$ cat src/rtl/arctan_seq.sv
// arctan_seq -- sequential arctan approximation from a three-term Chebyshev
// series (c1=212, c3=-12, c5=1), evaluated by Clenshaw recurrence over one
// shared 2W-bit signed multiplier. One recurrence step is done per clock.
//
// Ports
//   clk          clock, all state changes on the rising edge
//   reset        synchronous active-low reset
//   start        evaluate x_in; only looked at while idle
//   x_in         signed argument, units of 1/128
//   busy         recurrence in progress (5 cycles per evaluation)
//   done         one-cycle pulse, f_out newly valid
//   f_out        signed result, held until the next done
//   d_o1..d_o4   registered intermediates d[1]..d[4]
//
// state | meaning
// IDLE  | waiting for start; outputs hold the last evaluation
// RUN   | one recurrence step per cycle, k = 4,3,2,1 then final step k = 0
module arctan_seq #(
  parameter int W = 9
) (
  input  logic                clk,
  input  logic                reset,
  input  logic                start,
  input  logic signed [W-1:0] x_in,
  output logic                busy,
  output logic                done,
  output logic signed [W-1:0] f_out,
  output logic signed [W-1:0] d_o1,
  output logic signed [W-1:0] d_o2,
  output logic signed [W-1:0] d_o3,
  output logic signed [W-1:0] d_o4
);

  typedef enum logic {IDLE = 1'b0, RUN = 1'b1} state_t;

  state_t              state_q, state_d;
  logic [2:0]          k_q;
  logic signed [W-1:0] x_q, dk1_q, dk2_q;
  logic                accept, done_d;

  logic signed [2*W-1:0] prod, bias, quot, coef, dk2_ext, sum;
  logic signed [W-1:0]   d_new;

  always_ff @(posedge clk) begin
    if (!reset) state_q <= IDLE;
    else        state_q <= state_d;
  end

  always_comb begin
    state_d = state_q;
    busy    = 1'b0;
    accept  = 1'b0;
    done_d  = 1'b0;
    case (state_q)
      IDLE: begin
        if (start) begin
          accept  = 1'b1;
          state_d = RUN;
        end
      end
      RUN: begin
        busy = 1'b1;
        if (k_q == 3'd0) begin
          done_d  = 1'b1;
          state_d = IDLE;
        end
      end
    endcase
  end

  // Shared multiplier and step arithmetic. The final step (k=0) divides by
  // 256 instead of 128 and has no coefficient. Negative products get a bias
  // of (divisor-1) so the arithmetic shift truncates toward zero.
  always_comb begin
    prod    = $signed({{W{x_q[W-1]}}, x_q}) * $signed({{W{dk1_q[W-1]}}, dk1_q});
    dk2_ext = $signed({{W{dk2_q[W-1]}}, dk2_q});
    bias    = '0;
    if (prod[2*W-1]) bias = (k_q == 3'd0) ? (2*W)'(255) : (2*W)'(127);
    quot    = (k_q == 3'd0) ? ((prod + bias) >>> 8) : ((prod + bias) >>> 7);
    case (k_q)
      3'd3:    coef = (2*W)'(-12);
      3'd1:    coef = (2*W)'(212);
      default: coef = '0;
    endcase
    sum   = quot - dk2_ext + coef;
    d_new = sum[W-1:0];
  end

  always_ff @(posedge clk) begin
    if (!reset) begin
      done  <= 1'b0;
      k_q   <= 3'd0;
      x_q   <= '0;
      dk1_q <= '0;
      dk2_q <= '0;
      f_out <= '0;
      d_o1  <= '0;
      d_o2  <= '0;
      d_o3  <= '0;
      d_o4  <= '0;
    end else begin
      done <= done_d;
      if (accept) begin
        // seed d[5]=1, d[6]=0
        x_q   <= x_in;
        dk1_q <= {{(W-1){1'b0}}, 1'b1};
        dk2_q <= '0;
        k_q   <= 3'd4;
      end else if (busy) begin
        if (k_q != 3'd0) begin
          dk2_q <= dk1_q;
          dk1_q <= d_new;
          k_q   <= k_q - 3'd1;
          case (k_q)
            3'd4:    d_o4 <= d_new;
            3'd3:    d_o3 <= d_new;
            3'd2:    d_o2 <= d_new;
            default: d_o1 <= d_new;
          endcase
        end else begin
          f_out <= d_new;
        end
      end
    end
  end

endmodule

$ cat config.mk
export PLATFORM = sky130hd
export DESIGN_NAME = arctan_seq
export DESIGN_NICKNAME = d
export VERILOG_FILES = /design/src/rtl/arctan_seq.sv
export SDC_FILE = /design/constraint.sdc
export NUM_CORES = 1
export LEC_CHECK = 0
export ABC_AREA = 0
export CAP_MARGIN = 40
export CORE_MARGIN = 2
export CORE_UTILIZATION = 55
export CTS_CLUSTER_DIAMETER = 80
export DETAILED_ROUTE_END_ITERATION = 16
export PLACE_DENSITY = 0.79
export SLEW_MARGIN = 25
export SYNTH_ARGS = -nofsm -noshare
export SYNTH_HDL_FRONTEND = slang
export SYNTH_SLANG_ARGS = --single-unit
$ cat constraint.sdc
create_clock -name clk -period 20.1 [get_ports clk]
set_input_delay 4.02 -clock clk [delete_from_list [all_inputs] [get_ports clk]]
set_output_delay 4.02 -clock clk [all_outputs]
set_load 0.005 [all_outputs]
==> flow_summary_export.csv <==
group,metric,value,unit
synth,synthArstFlopShare,0,%
worst_setup_path,path_class,"flip-flop to flip-flop",
routing,drt-initial-drc-count,441,
routing,routed_wl,16400,um
routing,drtAntennaViolNets,0,
sta,fmax,0.109,GHz
synth,synth.distinct_cells,58,
global_route,grt_max_degree,35,
routing,first_pass_iters,5,
cells_and_area,final_util,64.2,%
clock_network,cts_tree,"done",
sta,min_period,9.20,ns
sta,layout_setup_ws,10.90,ns
global_route,grtUsageTotal,27.1,%
global_route,grt_pass1_wl,28000,um
clock_network,cts_buffer_depth,2,
floorplan,die_area,13200,um2
clock_network,clk_pin_slew,0.07,ns
placement,dp_hpwl,12700,um
worst_hold_path,hold_start,"dk2_q[6]",
floorplan,fp.dieW,115,um
routing,drc_errors,0,
sta,hold_viol_final,0,
clock_network,cts.sinks,77,
routing,viasPerCell,5.64,
floorplan,core_area,12000,um2
sta,finalMaxSlewViolations,0,
placement,finalWeightedCongestion,0.894,
routing,wl_per_cell,16.9,um
floorplan,rows,40,
synth,yosysSeqAreaShare,22.7,%
clock_network,clock_latency,0.35,ns
power_and_ir_drop,ir_worst_vdd,0.0714,mV
sta,clock_skew,0.00987,ns
worst_setup_path,cp.required,20.32,ns
sta,tightest_slew,0.825,ns
global_route,antenna_found_initial,0,
worst_hold_path,hp-class,"flip-flop to flip-flop",
sta,slew_headroom,44.6,%
synth,syn_area,6780,um2
synth,synth_ff_type,"dfxtp_1",
floorplan,die_h,115,um
placement,place_inst,955,
worst_setup_path,end_kind,"flip-flop",
worst_setup_path,crit_path_frequent_cell,"a21oi_1",
synth,synthCells,788,
routing,vias,5480,
sta,whs,0.454,ns
cells_and_area,stdcell_area,7710,um2
worst_setup_path,crit_path_start,"dk1_q[0]",
sta,fin_setup_tns,0,ns
power_and_ir_drop,power,0.511,mW
clock_network,numCtsBuffers,9,
clock_network,cts_max_level,3,
power_and_ir_drop,p_per_area,66.3,nW/um2
job,cap_violations,0,
worst_setup_path,worst-path-max-fanout,11,
clock_network,root_buffer,"clkbuf_16",
cells_and_area,syn2layout_area_growth,13.8,%
sta,rsz0062_at_grt,"no",
worst_setup_path,slowest_stage,"fa_1",
run_status,status,"finished, final reports clean",
synth,syn_area_per_cell,8.60,um2
worst_setup_path,cpPeakStageDelay,0.58,ns
global_route,grt_pass1_vias,5931,
clock_network,post_cts.repair.setup_buffers,0,
worst_setup_path,startpoint_type,"flip-flop",
clock_network,post_cts.resized_instances,0,
cells_and_area,drive_gt1_share,4.00,%
floorplan,io_pins,59,
placement,pre_cts_ws,10.99,ns
cells_and_area,antenna_cells,0,
worst_setup_path,cp_data_arrival_time,9.42,ns
synth,yosys_warnings,0,
cells_and_area,stdcell_count,971,
synth,synth_enable_flop_cells,0,
power_and_ir_drop,cellLeakagePower,3.48,nW
cells_and_area,fillCellCount,971,
sta,finalCritPeriodShare,45.8,%
placement,io_buffers,58,
clock_network,hold_buffers,0,
synth,ys_ff_latch,77,
worst_setup_path,r2r-start,"dk1_q[0]",
global_route,grt.overflow.total,0,
placement,placed_area,7400,um2
synth,synth_nets,933,
floorplan,initial_core_util,56.4,%
cells_and_area,final_nets,964,
sta,setup_violations,0,
per-layer routing:
layer / vias to the layer above / track usage (%) / wire [um] / share of wire [%]
met5: - / 0 / 0 / 0
met4: 0 / 10.9 / 479 / 2.9
met3: 41 / 5.96 / 834 / 5.1
met2: 153 / 48.3 / 8570 / 52
met1: 2706 / 31.5 / 6550 / 40
li1: 2580 / - / - / -
critical path, delay by kind of cell (launching register included):
family / cells / cell delay (ns)
XOR/XNOR: 3 / 0.74
AND/OR/NAND/NOR: 7 / 1.36
adder cells (fa/ha/maj): 9 / 4.03
AO/OA/AOI/OAI: 12 / 1.96
buffers and inverters: 3 / 0.44
flip-flops: 1 / 0.54
cells in the mapped netlist (all sizes together), types with 2 or more instances:
cell type / count / area (um2)
or2: 3 / 18.8
dfxtp: 77 / 1540
o21a: 2 / 15.0
fa: 76 / 1520
nand2b: 5 / 31.3
and2: 41 / 259
nor2: 38 / 143
nand3: 9 / 45.0
nor3: 7 / 35.0
nor2b: 13 / 81.3
and3b: 2 / 17.5
o21ai: 14 / 73.8
xnor2: 25 / 234
a31oi: 2 / 12.5
inv: 97 / 364
ha: 57 / 713
a21oi: 70 / 354
nor4: 2 / 27.5
a21o: 2 / 15.0
a221oi: 2 / 17.5
a211oi: 13 / 97.6
or3: 2 / 12.5
xor2: 4 / 35.0
buf: 5 / 30.0
mux2i: 7 / 70.1
o41ai: 2 / 36.3
a311o: 2 / 20.0
nand2: 148 / 556
clkbuf: 35 / 131
a21boi: 3 / 33.8
o31ai: 6 / 45.0
nand4: 2 / 12.5
cell families after synthesis:
family | after synthesis | share of synthesized area, %
AND/OR/NAND/NOR | 275 | 18.9
buffers and inverters | 138 | 7.81
adder cells (fa/ha/maj) | 133 | 33.0
AO/OA/AOI/OAI | 127 | 12.1
flip-flops | 77 | 22.7
XOR/XNOR | 30 | 4.32
multiplexers | 8 | 1.20
worst paths after layout:
check | slack [ns] | end | cells past startpoint
worst max-delay path | 10.90 | d_o4[8] | 34
worst min-delay path | 0.45 | dk2_q[6] | 2
worst max register to register | 10.90 | d_o4[8] | 34
worst min register to register | 0.45 | dk2_q[6] | 2
layout by cell type, fill, tap and decap left out, drive strengths merged, types with 14 or more instances in the layout:
master,synthesis,routed
dfxtp,77,77
and2,41,41
xnor2,25,25
o21ai,14,14
nor2,38,38
fa,76,76
nand2,148,148
inv,97,101
clkdlybuf4s50,0,58
ha,57,57
a21oi,70,70
final cells by class:
cell class                 count  area [um2]  share of cell area [%]
multi-input combinational    573        4710                    61.0
sequential                    77        1540                    20.0
timing repair buffer          60         596                    7.72
inverter                      98         368                    4.77
clock buffer                   9         225                    2.92
tap                          147         184                    2.38
clock inverter                 7        91.3                    1.18
where the power goes:
part           switching (mW)  internal (mW)  leakage, nW  total [mW]
Sequential             0.0108          0.160        0.624       0.171
Clock                  0.0732         0.0994        0.152       0.173
Combinational           0.104         0.0636         2.70       0.167
flip-flops by register name, indices dropped and copies added (netlist names):
name / cells
k_q: 3
state_q: 1
dk1_q: 9
x_q: 9
done: 1
d_o4: 9
d_o3: 9
d_o2: 9
d_o1: 9
dk2_q: 9
f_out: 9
(Power assumes the default switching activity.)
